$ cat src/rtl/tdm_demux4_if.sv
// Bus bundle for the 4-channel TDM demultiplexer: inbound word stream, per-channel
// drain handshakes and status. The DUT uses the slave modport.
interface tdm_demux4_if #(
  parameter int WIDTH = 16
);
  logic             in_valid;
  logic             in_sof;
  logic [WIDTH-1:0] in_data;
  logic [WIDTH-1:0] out_data0;
  logic [WIDTH-1:0] out_data1;
  logic [WIDTH-1:0] out_data2;
  logic [WIDTH-1:0] out_data3;
  logic [3:0]       out_valid;
  logic [3:0]       out_ready;
  logic [3:0]       overflow;
  logic             clr_ovf;
  logic             locked;
  logic             sync_err;
  logic [1:0]       slot;

  modport master (
    output in_valid, in_sof, in_data, out_ready, clr_ovf,
    input  out_data0, out_data1, out_data2, out_data3,
    input  out_valid, overflow, locked, sync_err, slot
  );

  modport slave (
    input  in_valid, in_sof, in_data, out_ready, clr_ovf,
    output out_data0, out_data1, out_data2, out_data3,
    output out_valid, overflow, locked, sync_err, slot
  );
endinterface

$ cat src/rtl/tdm_demux4.sv
// Receive side of the 4:1 TDM word stream: finds frame alignment from the sof marker
// and routes each word into one of four handshaked holding registers.
module tdm_demux4 #(
  parameter int WIDTH = 16,
  parameter int NSLOT = 4
) (
  input  logic         clk,
  input  logic         rst,
  tdm_demux4_if.slave  tdm_io
);

  typedef enum logic {
    HUNT,
    LOCKED
  } state_e;

  state_e           state_q, state_d;
  logic [1:0]       slot_q, slot_d;
  logic             syncErr_q, syncErr_d;
  logic [WIDTH-1:0] data_q [NSLOT];
  logic [WIDTH-1:0] data_d [NSLOT];
  logic [NSLOT-1:0] valid_q, valid_d;
  logic [NSLOT-1:0] ovf_q, ovf_d;
  logic             route;
  logic [1:0]       beatSlot;

  always_ff @(posedge clk or posedge rst) begin
    if (rst) begin
      state_q   <= HUNT;
      slot_q    <= '0;
      syncErr_q <= 1'b0;
      valid_q   <= '0;
      ovf_q     <= '0;
      for (int n = 0; n < NSLOT; n++) begin
        data_q[n] <= '0;
      end
    end else begin
      state_q   <= state_d;
      slot_q    <= slot_d;
      syncErr_q <= syncErr_d;
      valid_q   <= valid_d;
      ovf_q     <= ovf_d;
      for (int n = 0; n < NSLOT; n++) begin
        data_q[n] <= data_d[n];
      end
    end
  end

  // The sof that acquires lock is routed as slot 0 but is never a sync error.
  always_comb begin
    state_d   = state_q;
    slot_d    = slot_q;
    syncErr_d = 1'b0;
    route     = 1'b0;
    beatSlot  = slot_q;
    unique case (state_q)
      HUNT: begin
        if (tdm_io.in_valid && tdm_io.in_sof) begin
          state_d  = LOCKED;
          route    = 1'b1;
          beatSlot = '0;
        end
      end
      LOCKED: begin
        if (tdm_io.in_valid) begin
          route = 1'b1;
          if (tdm_io.in_sof) begin
            beatSlot  = '0;
            syncErr_d = (slot_q != '0);
          end
        end
      end
      default: state_d = HUNT;
    endcase
    if (route) begin
      slot_d = (beatSlot == 2'(NSLOT - 1)) ? '0 : beatSlot + 2'd1;
    end
  end

  // A word may land on a full register only if that register is drained on the same edge.
  always_comb begin
    logic hit;
    hit     = 1'b0;
    data_d  = data_q;
    valid_d = valid_q;
    ovf_d   = tdm_io.clr_ovf ? '0 : ovf_q;
    for (int n = 0; n < NSLOT; n++) begin
      hit = route && (beatSlot == 2'(n));
      if (hit && (!valid_q[n] || tdm_io.out_ready[n])) begin
        data_d[n]  = tdm_io.in_data;
        valid_d[n] = 1'b1;
      end else if (hit) begin
        ovf_d[n] = 1'b1;
      end else if (valid_q[n] && tdm_io.out_ready[n]) begin
        valid_d[n] = 1'b0;
      end
    end
  end

  always_comb begin
    tdm_io.locked    = (state_q == LOCKED);
    tdm_io.sync_err  = syncErr_q;
    tdm_io.slot      = slot_q;
    tdm_io.out_valid = valid_q;
    tdm_io.overflow  = ovf_q;
    tdm_io.out_data0 = data_q[0];
    tdm_io.out_data1 = data_q[1];
    tdm_io.out_data2 = data_q[2];
    tdm_io.out_data3 = data_q[3];
  end

endmodule

$ cat src/flat_wrapper.sv
// flat-port wrapper written by rule: the top's interface ports become plain ports
module tdm_demux4_flat 
#(
  parameter int WIDTH = 16,
  parameter int NSLOT = 4
)
  (clk, rst, tdm_io_in_valid, tdm_io_in_sof, tdm_io_in_data, tdm_io_out_ready, tdm_io_clr_ovf, tdm_io_out_data0, tdm_io_out_data1, tdm_io_out_data2, tdm_io_out_data3, tdm_io_out_valid, tdm_io_overflow, tdm_io_locked, tdm_io_sync_err, tdm_io_slot);
  tdm_demux4_if #(.WIDTH(WIDTH)) tdm_io_i ();
  input  logic clk;
  input  logic rst;
  input wire logic [$bits(tdm_io_i.in_valid)-1:0] tdm_io_in_valid;
  input wire logic [$bits(tdm_io_i.in_sof)-1:0] tdm_io_in_sof;
  input wire logic [$bits(tdm_io_i.in_data)-1:0] tdm_io_in_data;
  input wire logic [$bits(tdm_io_i.out_ready)-1:0] tdm_io_out_ready;
  input wire logic [$bits(tdm_io_i.clr_ovf)-1:0] tdm_io_clr_ovf;
  output wire logic [$bits(tdm_io_i.out_data0)-1:0] tdm_io_out_data0;
  output wire logic [$bits(tdm_io_i.out_data1)-1:0] tdm_io_out_data1;
  output wire logic [$bits(tdm_io_i.out_data2)-1:0] tdm_io_out_data2;
  output wire logic [$bits(tdm_io_i.out_data3)-1:0] tdm_io_out_data3;
  output wire logic [$bits(tdm_io_i.out_valid)-1:0] tdm_io_out_valid;
  output wire logic [$bits(tdm_io_i.overflow)-1:0] tdm_io_overflow;
  output wire logic [$bits(tdm_io_i.locked)-1:0] tdm_io_locked;
  output wire logic [$bits(tdm_io_i.sync_err)-1:0] tdm_io_sync_err;
  output wire logic [$bits(tdm_io_i.slot)-1:0] tdm_io_slot;
  assign tdm_io_i.in_valid = tdm_io_in_valid;
  assign tdm_io_i.in_sof = tdm_io_in_sof;
  assign tdm_io_i.in_data = tdm_io_in_data;
  assign tdm_io_i.out_ready = tdm_io_out_ready;
  assign tdm_io_i.clr_ovf = tdm_io_clr_ovf;
  assign tdm_io_out_data0 = tdm_io_i.out_data0;
  assign tdm_io_out_data1 = tdm_io_i.out_data1;
  assign tdm_io_out_data2 = tdm_io_i.out_data2;
  assign tdm_io_out_data3 = tdm_io_i.out_data3;
  assign tdm_io_out_valid = tdm_io_i.out_valid;
  assign tdm_io_overflow = tdm_io_i.overflow;
  assign tdm_io_locked = tdm_io_i.locked;
  assign tdm_io_sync_err = tdm_io_i.sync_err;
  assign tdm_io_slot = tdm_io_i.slot;
  tdm_demux4 #(.WIDTH(WIDTH), .NSLOT(NSLOT)) u_core (.clk(clk), .rst(rst), .tdm_io(tdm_io_i));
endmodule
$ cat config.mk
export PLATFORM = sky130hd
export DESIGN_NAME = tdm_demux4_flat
export DESIGN_NICKNAME = d
export VERILOG_FILES = /design/src/rtl/tdm_demux4_if.sv /design/src/rtl/tdm_demux4.sv /design/src/flat_wrapper.sv
export SDC_FILE = /design/constraint.sdc
export NUM_CORES = 1
export LEC_CHECK = 0
export CORE_MARGIN = 2
export CORE_UTILIZATION = 40
export DETAILED_ROUTE_END_ITERATION = 8
export PLACE_DENSITY = 0.79
export REMOVE_ABC_BUFFERS = 1
export SYNTH_ARGS = -nofsm -noshare
export SYNTH_HDL_FRONTEND = slang
export SYNTH_SLANG_ARGS = --single-unit
$ cat constraint.sdc
create_clock -name clk -period 2.39 [get_ports clk]
set_input_delay 0.239 -clock clk [delete_from_list [all_inputs] [get_ports clk]]
set_output_delay 0.239 -clock clk [all_outputs]
set_load 0.02 [all_outputs]
==> flow_summary.toml <==
[run_status]
status = "finished, final reports clean"

[global_routing]
gr-total-overflow = 0
grtUsageTotal_pct = 16.82
grt_pass1_vias = 2050
antenna_found_initial = 0
grt_pass1_wl_mm = 11.16
grt_max_degree = 47

[placed_design]
placement.io_buffers = 100
pre_cts_ws_ns = 0.1471
gp_congestion = 0.7599
dp_hpwl_mm = 4.778
dpl_cell_area_sq_um = 4298

[synthesis]
synthMuxAreaShare_pct = 27.54
synth_fa_ha_area_share_pct = 1.563
synth.top_cell.area_share_pct = 59.38
ys_types = 22
synth.most_common_cell = "dfrtp_1"
synth.yosys.seq_area_share_pct = 59.38
synth_area_sq_um = 3203
synth.avg_cell_area_sq_um = 16.68
synth-seq-cells = 76
synth_top_family_by_area = "multiplexers"
yosys_warnings = 0
syn_inst = 192
synth_xor_xnor_area_share_pct = 0
synth.largest_area_cell = "dfrtp_1"
ys_top_cells_by_count = "76 x dfrtp_1, 40 x mux2_4, 24 x mux2_1, 7 x inv_1"
async_flop_share_pct = 100.0
synthSimpleGateAreaFrac_pct = 3.320
synthTopCellsByArea = "dfrtp_1 59%, mux2_4 19%, mux2_1 8.4%"
synth_edf_count = 0
ys.flop_type = "dfrtp_1"
synth-compound-area-share_pct = 3.164

[floorplan]
pin_count = 101
die_area_sq_um = 8739
initial_core_util_pct = 41.45
die_w_um = 93.49
coreArea_sq_um = 7727
row_count = 32
fp.dieH_um = 93.49

[timing]
worstMarginPinSlew_ns = 0.5591
max_freq_ghz = 0.5314
period_needed_ns = 1.882
hold_violations = 0
finClkSkew_ns = 0.005335
whs_ns = 0.2535
final_max_slew_viol_count = 0
fin_crit_sh_pct = 78.74
rsz0062_at_grt = "false"
setup-tns-final_ns = 0
fin_ws_ns = 0.5080
slew-limit-headroom_pct = 62.68
setup_viol = 0

[clock_network]
cts_root_buffer = "clkbuf_8"
hold_buffers = 0
cts_buffer_depth = 2
cts_tree = "yes"
cts_sinks = 76
cts_resized = 0
cts_buffers = 9
cts_setup_buffers = 0
cts.reportedPaths.clkPinSlew_ns = 0.07
insertion_delay_ns = 0.34
cts_htree_levels = 3

[final_layout]
utilization_pct = 58.89
nNetsFinal = 332
stdcell_area_sq_um = 4551
syn_to_final_growth_pct = 42.07
diodes = 0
fillers = 621
drive_gt1_share_pct = 24.10

[detailed_routing]
drc = 0
vias = 1945
routed_wl_mm = 6.828
drtIter0Drc = 55
wl_per_cell_um = 16.69
dr.pass1.iters = 4
drtAntennaViolNets = 0
vias_per_cell = 4.756

[setup_path]
rr_startpoint = "u_core.tdm_io.slot[0]$_DFFE_PP0P_"
crit_path_start = "tdm_io_in_valid"
start_kind = "primary input"
r2r_cells = 7
crit_path_end_kind = "flop"
arrival_ns = 2.10
crit_fanout = 9
crit_type = "primary input to flop"
worstPathRequired_ns = 2.61

[worst_hold_path]
hold_class = "primary input to asynchronous set/reset pin"

[job]
maxCapViolCount = 0

[power_and_ir_drop]
p_per_area_nw_per_um2 = 1422
vdd_drop_max_mv = 0.7179
power_leakage_uw = 0.002000
==> sequential cells by signal, indices dropped and copies added (netlist names) <==
signal	cells
u_core.tdm_io.out_data1	16
u_core.tdm_io.out_data3	16
u_core.tdm_io.slot	2
u_core.tdm_io.sync_err	1
u_core.tdm_io.out_data2	16
u_core.tdm_io.locked	1
u_core.tdm_io.out_valid	4
u_core.tdm_io.overflow	4
u_core.tdm_io.out_data0	16
==> layer usage <==
| metal | global-route usage, % | up-vias | part of all wire [%] |
|---|---|---|---|
| li1 | - | 891 | - |
| met1 | 23.34 | 974 | 46 |
| met2 | 25.78 | 71 | 47 |
| met3 | 3.384 | 9 | 6.0 |
| met4 | 6.985 | 0 | 1.6 |
| met5 | 0 | - | 0 |
==> layout by cell type, fill, tap and decap left out, drive strengths merged <==
cell	netlist	layout
o21a	1	1
o211ai	4	4
nand2	5	5
o22a	1	1
o21ai	2	2
nand3	1	1
nor2	1	1
inv	7	6
dfrtp	76	76
ha	4	4
mux2	65	65
clkbuf	1	10
buf	9	10
o22ai	4	4
clkdlybuf4s50	0	100
and2	2	2
nor2b	4	4
bufinv	0	4
nand2b	5	5
clkinv	0	2
==> metrics by stage <==
step / instances / power [uW]
2_1_floorplan: 182 / 3766
3_3_place_gp: 394 / 5204
3_5_place_dp: 394 / 5267
4_1_cts: 409 / 6537
5_1_grt: 409 / 6786
6_report: 409 / 6469
==> layout make-up <==
class,count,area [sq um],share of cell area [%]
sequential,76,1902,41.79
multi-input combinational,99,1140,25.05
timing repair buffer,110,1101,24.20
clock buffer,10,127.6,2.805
tap,102,127.6,2.805
clock inverter,5,125.1,2.750
inverter,7,27.53,0.6049
==> power by group <==
| group | internal, uW | switching, uW | leakage [uW] |
|---|---|---|---|
| clock | 792 | 445 | 0.000126 |
| sequential | 1870 | 349 | 0.000912 |
| combinational | 1680 | 1330 | 0.000962 |
==> cells by family (layout without fill, tap and decap cells) <==
| group | after synthesis | count (layout) |
|---|---|---|
| buffers and inverters | 17 | 132 |
| adder cells (fa/ha/maj) | 4 | 4 |
| AND/OR/NAND/NOR | 18 | 18 |
| flip-flops | 76 | 76 |
| AO/OA/AOI/OAI | 12 | 12 |
| multiplexers | 65 | 65 |
==> worst max-delay path, stage by stage <==
cell and delay [ns]:
clkdlybuf4s50_1 0.48, nand2_1 0.10, and2_1 0.20, inv_1 0.08, ha_1 0.16, o211ai_2 0.12
nor2b_2 0.15, buf_4 0.24, mux2_4 0.32
==> worst paths after layout <==
check / endpoint / slack, ns
worst min-delay path: u_core.tdm_io.sync_err$_DFF_PP0_ / 0.25
worst max register to register: u_core.tdm_io.out_data2[4]$_DFFE_PP0P_ / 0.58
min in group clk: u_core.tdm_io.out_data3[12]$_DFFE_PP0P_ / 0.49
worst min register to register: u_core.tdm_io.out_data3[12]$_DFFE_PP0P_ / 0.49
worst max-delay path: u_core.tdm_io.out_data2[4]$_DFFE_PP0P_ / 0.51
max in group asynchronous: u_core.tdm_io.out_data1[10]$_DFFE_PP0P_ / 1.51
Power figures use the tool's default switching activity.
==> RTL change 1: new RTL, same settings <==
`WIDTH` is set to 16 in 3 places; all go to 18.
--- a/src/rtl/tdm_demux4_if.sv
+++ b/src/rtl/tdm_demux4_if.sv
@@ -2,5 +2,5 @@
 // drain handshakes and status. The DUT uses the slave modport.
 interface tdm_demux4_if #(
-  parameter int WIDTH = 16
+  parameter int WIDTH = 18
 );
   logic             in_valid;
--- a/src/rtl/tdm_demux4.sv
+++ b/src/rtl/tdm_demux4.sv
@@ -2,5 +2,5 @@
 // and routes each word into one of four handshaked holding registers.
 module tdm_demux4 #(
-  parameter int WIDTH = 16,
+  parameter int WIDTH = 18,
   parameter int NSLOT = 4
 ) (
--- a/src/flat_wrapper.sv
+++ b/src/flat_wrapper.sv
@@ -2,5 +2,5 @@
 module tdm_demux4_flat 
 #(
-  parameter int WIDTH = 16,
+  parameter int WIDTH = 18,
   parameter int NSLOT = 4
 )
Ports: changed (5 resized); port bits go from 101 to 111. The function was not compared with the original's and may differ.
==> RTL change 1 against the unedited design <==
- sequential cell count up 8
- routed wire length up 8.4%
- maximum frequency down 3.9%
- critical path depth unchanged
- area after synthesis up 7.7%
- worst setup slack worse by 0.077 ns
- non-clock buffer count up 11
- sequential power up 12%
- final area up 7.5%
- clock skew about the same
- core utilization about the same
- combinational power up 15%
- total power up 8.0%
- critical endpoint is now u_core.tdm_io.out_data1[12]
- highest routed layer unchanged
==> RTL change 1: results (changes against the unedited design) <==
| Metric | Value |
|---|---|
| Status | `finished, final reports clean` |
| Reg2Reg Setup Slack | `0.52 ns (-0.06 ns)` |
| Met1 WL | `3.36 mm (+7.3%)` |
| Switching Fraction | `0.340 (+0.0123)` |
| Vias | `2104 (+8.2%)` |
| Pleak | `0.00213 uW (+6.7%)` |
| Synth Area in Adders | `0.0145 (-0.00111)` |
| Post-CTS setup buffers | `0 (unchanged)` |
| Arr. time, crit path | `2.18 ns (+0.08 ns)` |
| Layout cells sized above 1 | `0.311 (+0.0703)` |
| Power per Cell Area | `1430 nW/um2 (+0.46%)` |
| Sequential Power Share | `0.356 (+0.013)` |
| Crit share post-route | `0.820 (+0.0321)` |
| Post-synthesis sequential area ratio | `0.610 (+0.0158)` |
| Ranking of synthesized cells by area | `dfrtp_1 (61%), mux2_4 (17%), mux2_2 (11%), buf_12 (2.3%), ha_1 (1.5%)` |
| Post-synth top cells | `dfrtp_1 (84), mux2_4 (40), mux2_2 (33), inv_1 (7), nand2_1 (6)` |
| Vias in the first global route | `2276 (+11%)` |
| WL met2 | `3.64 mm (+15%)` |
| Reg2reg end | `u_core.tdm_io.out_data1[12]` |
| Wire length per cell | `16.9 um (+1.0%)` |
| Mux share of post-synthesis cell area | `0.282 (+0.00654)` |
| Worst r2r src | `u_core.tdm_io.slot[1]` |
| Fin cells | `439 (+7.3%)` |
| Initial drt markers | `46 (-16%)` |
| Met1 usage | `0.213 (-0.0205)` |
| Count of cell types in the netlist | `16 (-27%)` |
| Placed Area | `4690 um2 (+9.1%)` |
| Hpwl dp | `5.35 mm (+12%)` |
| Crit-path max FO | `10 (+1)` |
| Slew @ Worst Pin | `0.381 ns (-0.178 ns)` |
| Clk pwr share | `0.150 (-0.041)` |
| # port buffers | `110 (+10%)` |
| Met2 GRT Util | `0.262 (+0.00449)` |
| # nets final | `361 (+8.7%)` |
| Pre-CTS setup slack | `0.0776 ns (-0.0695 ns)` |
| Post-Syn Instances | `206 (+7.3%)` |
| Met3 Use GR | `0.0499 (+0.0160)` |
| Gp weighted congestion | `0.731 (-3.8%)` |
| Fillers | `681 (+9.7%)` |
| Peak VDD IR | `867 uV (+21%)` |
| Fraction of the mapped netlist area in compound gates | `0.0203 (-0.0113)` |
| Total GRT Usage | `0.162 (-0.00668)` |
| First-pass GRT wire length | `12.2 mm (+9.0%)` |
| Clk_skew | `0.00503 ns (-0.000302 ns)` |
RTL change 1: final cells by class:
type | instances | area, um2 | area share
Sequential cell | 84 | 2100 | 0.430
Multi-Input combinational cell | 107 | 1200 | 0.246
Timing Repair Buffer | 121 | 1220 | 0.250
Clock inverter | 6 | 80.1 | 0.0164
Clock buffer | 9 | 124 | 0.0253
Tap cell | 105 | 131 | 0.0269
Inverter | 7 | 27.5 | 0.00563
RTL change 1: worst min-delay path by stage:
stage | endpoint | startpoint | slack (ns)
after CTS | u_core.tdm_io.out_data2[2] | rst | 0.12
final | u_core.tdm_io.out_data2[2] | rst | 0.13
after detailed placement | u_core.tdm_io.out_data2[2] | rst | 0.49
after floorplan | u_core.tdm_io.overflow[3] | tdm_io_clr_ovf | 0.34
after global placement | u_core.tdm_io.out_data2[2] | rst | 0.47
after global routing | u_core.tdm_io.out_data2[2] | rst | 0.14
==> RTL change 2: new RTL, config.mk and constraints unchanged <==
Without the edit above. Reset style: synchronous (`rst`), changed in one clocked block.
--- a/src/rtl/tdm_demux4.sv
+++ b/src/rtl/tdm_demux4.sv
@@ -25,5 +25,5 @@
   logic [1:0]       beatSlot;
 
-  always_ff @(posedge clk or posedge rst) begin
+  always_ff @(posedge clk) begin
     if (rst) begin
       state_q   <= HUNT;
Formal check against the unedited RTL: differs if rst is asserted again (counterexample within 4 cycles, from zero or initial values and one cycle with rst high); with rst held inactive, the same outputs for 10 cycles.
==> RTL change 2 against the unedited design <==
- global-route usage is 0.74 points lower
- routed wire length is 3.1% lower
- via count up 13%
- worst setup slack better by 0.025 ns
- sequential cell count stayed put
- synthesized cell count increased by 46%
- final area fell by 4.6%
- die area shrank 4.0%
- hold slack improved by 0.14 ns
- clock skew rose by 0.0024 ns
- area after synthesis fell by 4.2%
Power is not compared: it rests on default switching activity, and its combinational part moved more than twofold at a synthesized area within 25%.
==> RTL change 2: results (changes against the unedited design) <==
| Metric | Value |
|---|---|
| Status | `finished, final reports clean` |
| Gp weighted congestion | `0.696 (-8.4%)` |
| Clk_skew | `0.00772 ns (+0.00238 ns)` |
| Worst hold start | `rst` |
| Cts hold-fix bufs | `0 (unchanged)` |
| Pin count of the biggest net entering global routing | `95 (+100%)` |
| Worst setup path end | `u_core.tdm_io.out_data0[8]` |
| First-pass GRT wire length | `10.8 mm (-3.1%)` |
| Arr. time, crit path | `2.10 ns (about the same)` |
| Crit path from | `tdm_io_in_sof` |
| CTS Buf Count | `9 (unchanged)` |
| GRT Residual Overflow | `0 (unchanged)` |
| Post-synth top cells | `nand2b_1 (84), dfxtp_1 (76), mux2i_1 (65), clkbuf_1 (10), nand2_1 (8)` |
| Crit-path max FO | `16 (+7)` |
| Root Driver | `clkbuf_8` |
| Total GRT Usage | `0.161 (-0.00741)` |
| Post-DR vias/cell | `4.54 (-4.5%)` |
| Async set-reset flop share out of synthesis | `0 (-1.00)` |
| Worst r2r src | `u_core.tdm_io.locked` |
| Detailed Routing Iterations Pass 1 | `4 (unchanged)` |
| Worst Slack Setup Final | `0.533 ns (+0.0248 ns)` |
| Hpwl dp | `4.46 mm (-6.6%)` |
| Worst hold path class | `input pin to register` |
| Layout cells sized above 1 | `0.0701 (-0.171)` |
| Worst R2R Path Depth | `3 (-4)` |
| Ant diodes | `0 (unchanged)` |
| Slew @ Worst Pin | `0.600 ns (+0.0411 ns)` |
| Count of cell types in the netlist | `21 (-4.5%)` |
| Post-CTS setup buffers | `0 (unchanged)` |
| Pre-CTS setup slack | `0.160 ns (+0.0133 ns)` |
| # nets final | `409 (+23%)` |
| Ranking of synthesized cells by area | `dfxtp_1 (50%), mux2i_1 (21%), nand2b_1 (17%), buf_6 (1.8%), ha_1 (1.6%)` |
| Vias in the first global route | `2173 (+6.0%)` |
| Post-synthesis sequential area ratio | `0.496 (-0.0980)` |
| Routed wire length | `6.62 mm (-3.1%)` |
| Reg2Reg Setup Slack | `0.72 ns (+0.14 ns)` |
| Initial drt markers | `51 (-7.3%)` |
| Placed Area | `4130 um2 (-4.0%)` |
| Clk_lat worst skew | `0.33 ns` |
| Top_reg_cell synth | `dfxtp_1` |
==> RTL change 2: changes by cell type after synthesis, moves of 5 or more <==
cell / change
mux2_4: -40
mux2_1: -24
inv_1: -5
dfrtp_1: -76
clkbuf_1: +10
dfxtp_1: +76
a21oi_1: +5
mux2i_1: +65
nand2b_1: +79
==> RTL change 2: kinds of logic after synthesis <==
| logic type | synth area share |
|---|---|
| fa+ha+maj | 0.0163 |
| flops | 0.496 |
| simple gates | 0.216 |
| mux | 0.212 |
| buf+inv | 0.0395 |
| compound gates | 0.0208 |
==> RTL change 2: layout make-up <==
cell class | instances | area [um2]
clock buffer | 11 | 141
fill | 627 | 2990
multi-input combinational | 186 | 1430
tap | 99 | 124
clock inverter | 5 | 75.1
timing repair buffer | 105 | 1050
inverter | 2 | 7.51
sequential | 76 | 1520
==> RTL change 2: layer usage <==
layer | share of wire | global-route usage | vias to the layer above
met3 | 0.053 | 0.0498 | 2
li1 | - | - | 1128
met5 | 0 | 0 | -
met4 | 0.0039 | 0.0417 | 0
met1 | 0.47 | 0.211 | 1014
met2 | 0.47 | 0.257 | 55
==> RTL change 2: worst min path at each step <==
| stage | end | slack, ns |
|---|---|---|
| finish | u_core.tdm_io.locked | 0.39 |
| floorplan | u_core.tdm_io.out_valid[0] | 0.31 |
| global route | u_core.tdm_io.locked | 0.40 |
| global placement | u_core.tdm_io.overflow[0] | 0.44 |
| CTS | u_core.tdm_io.locked | 0.37 |
| detailed placement | u_core.tdm_io.overflow[0] | 0.45 |
==> RTL change 2: power by group <==
part / switching, uW / total, uW / internal [uW]
registers: 18.7 / 1320 / 1300
clock network: 441 / 1050 / 612
logic: 135 / 284 / 149
total: 595 / 2650 / 2060
==> RTL change 2: through the flow <==
stage | utilization | cells
final | 0.592 | 484
after global routing | 0.592 | 484
after CTS | 0.592 | 484
after detailed placement | 0.563 | 468
after global placement | 0.563 | 468
after floorplan | - | 264
==> RTL change 2: critical path, stage by stage <==
cell and delay, ns:
clkdlybuf4s50_1 0.51, nand2_1 0.09, and2_1 0.19, inv_1 0.08, ha_1 0.18, nand3_2 0.47, mux2i_1 0.32
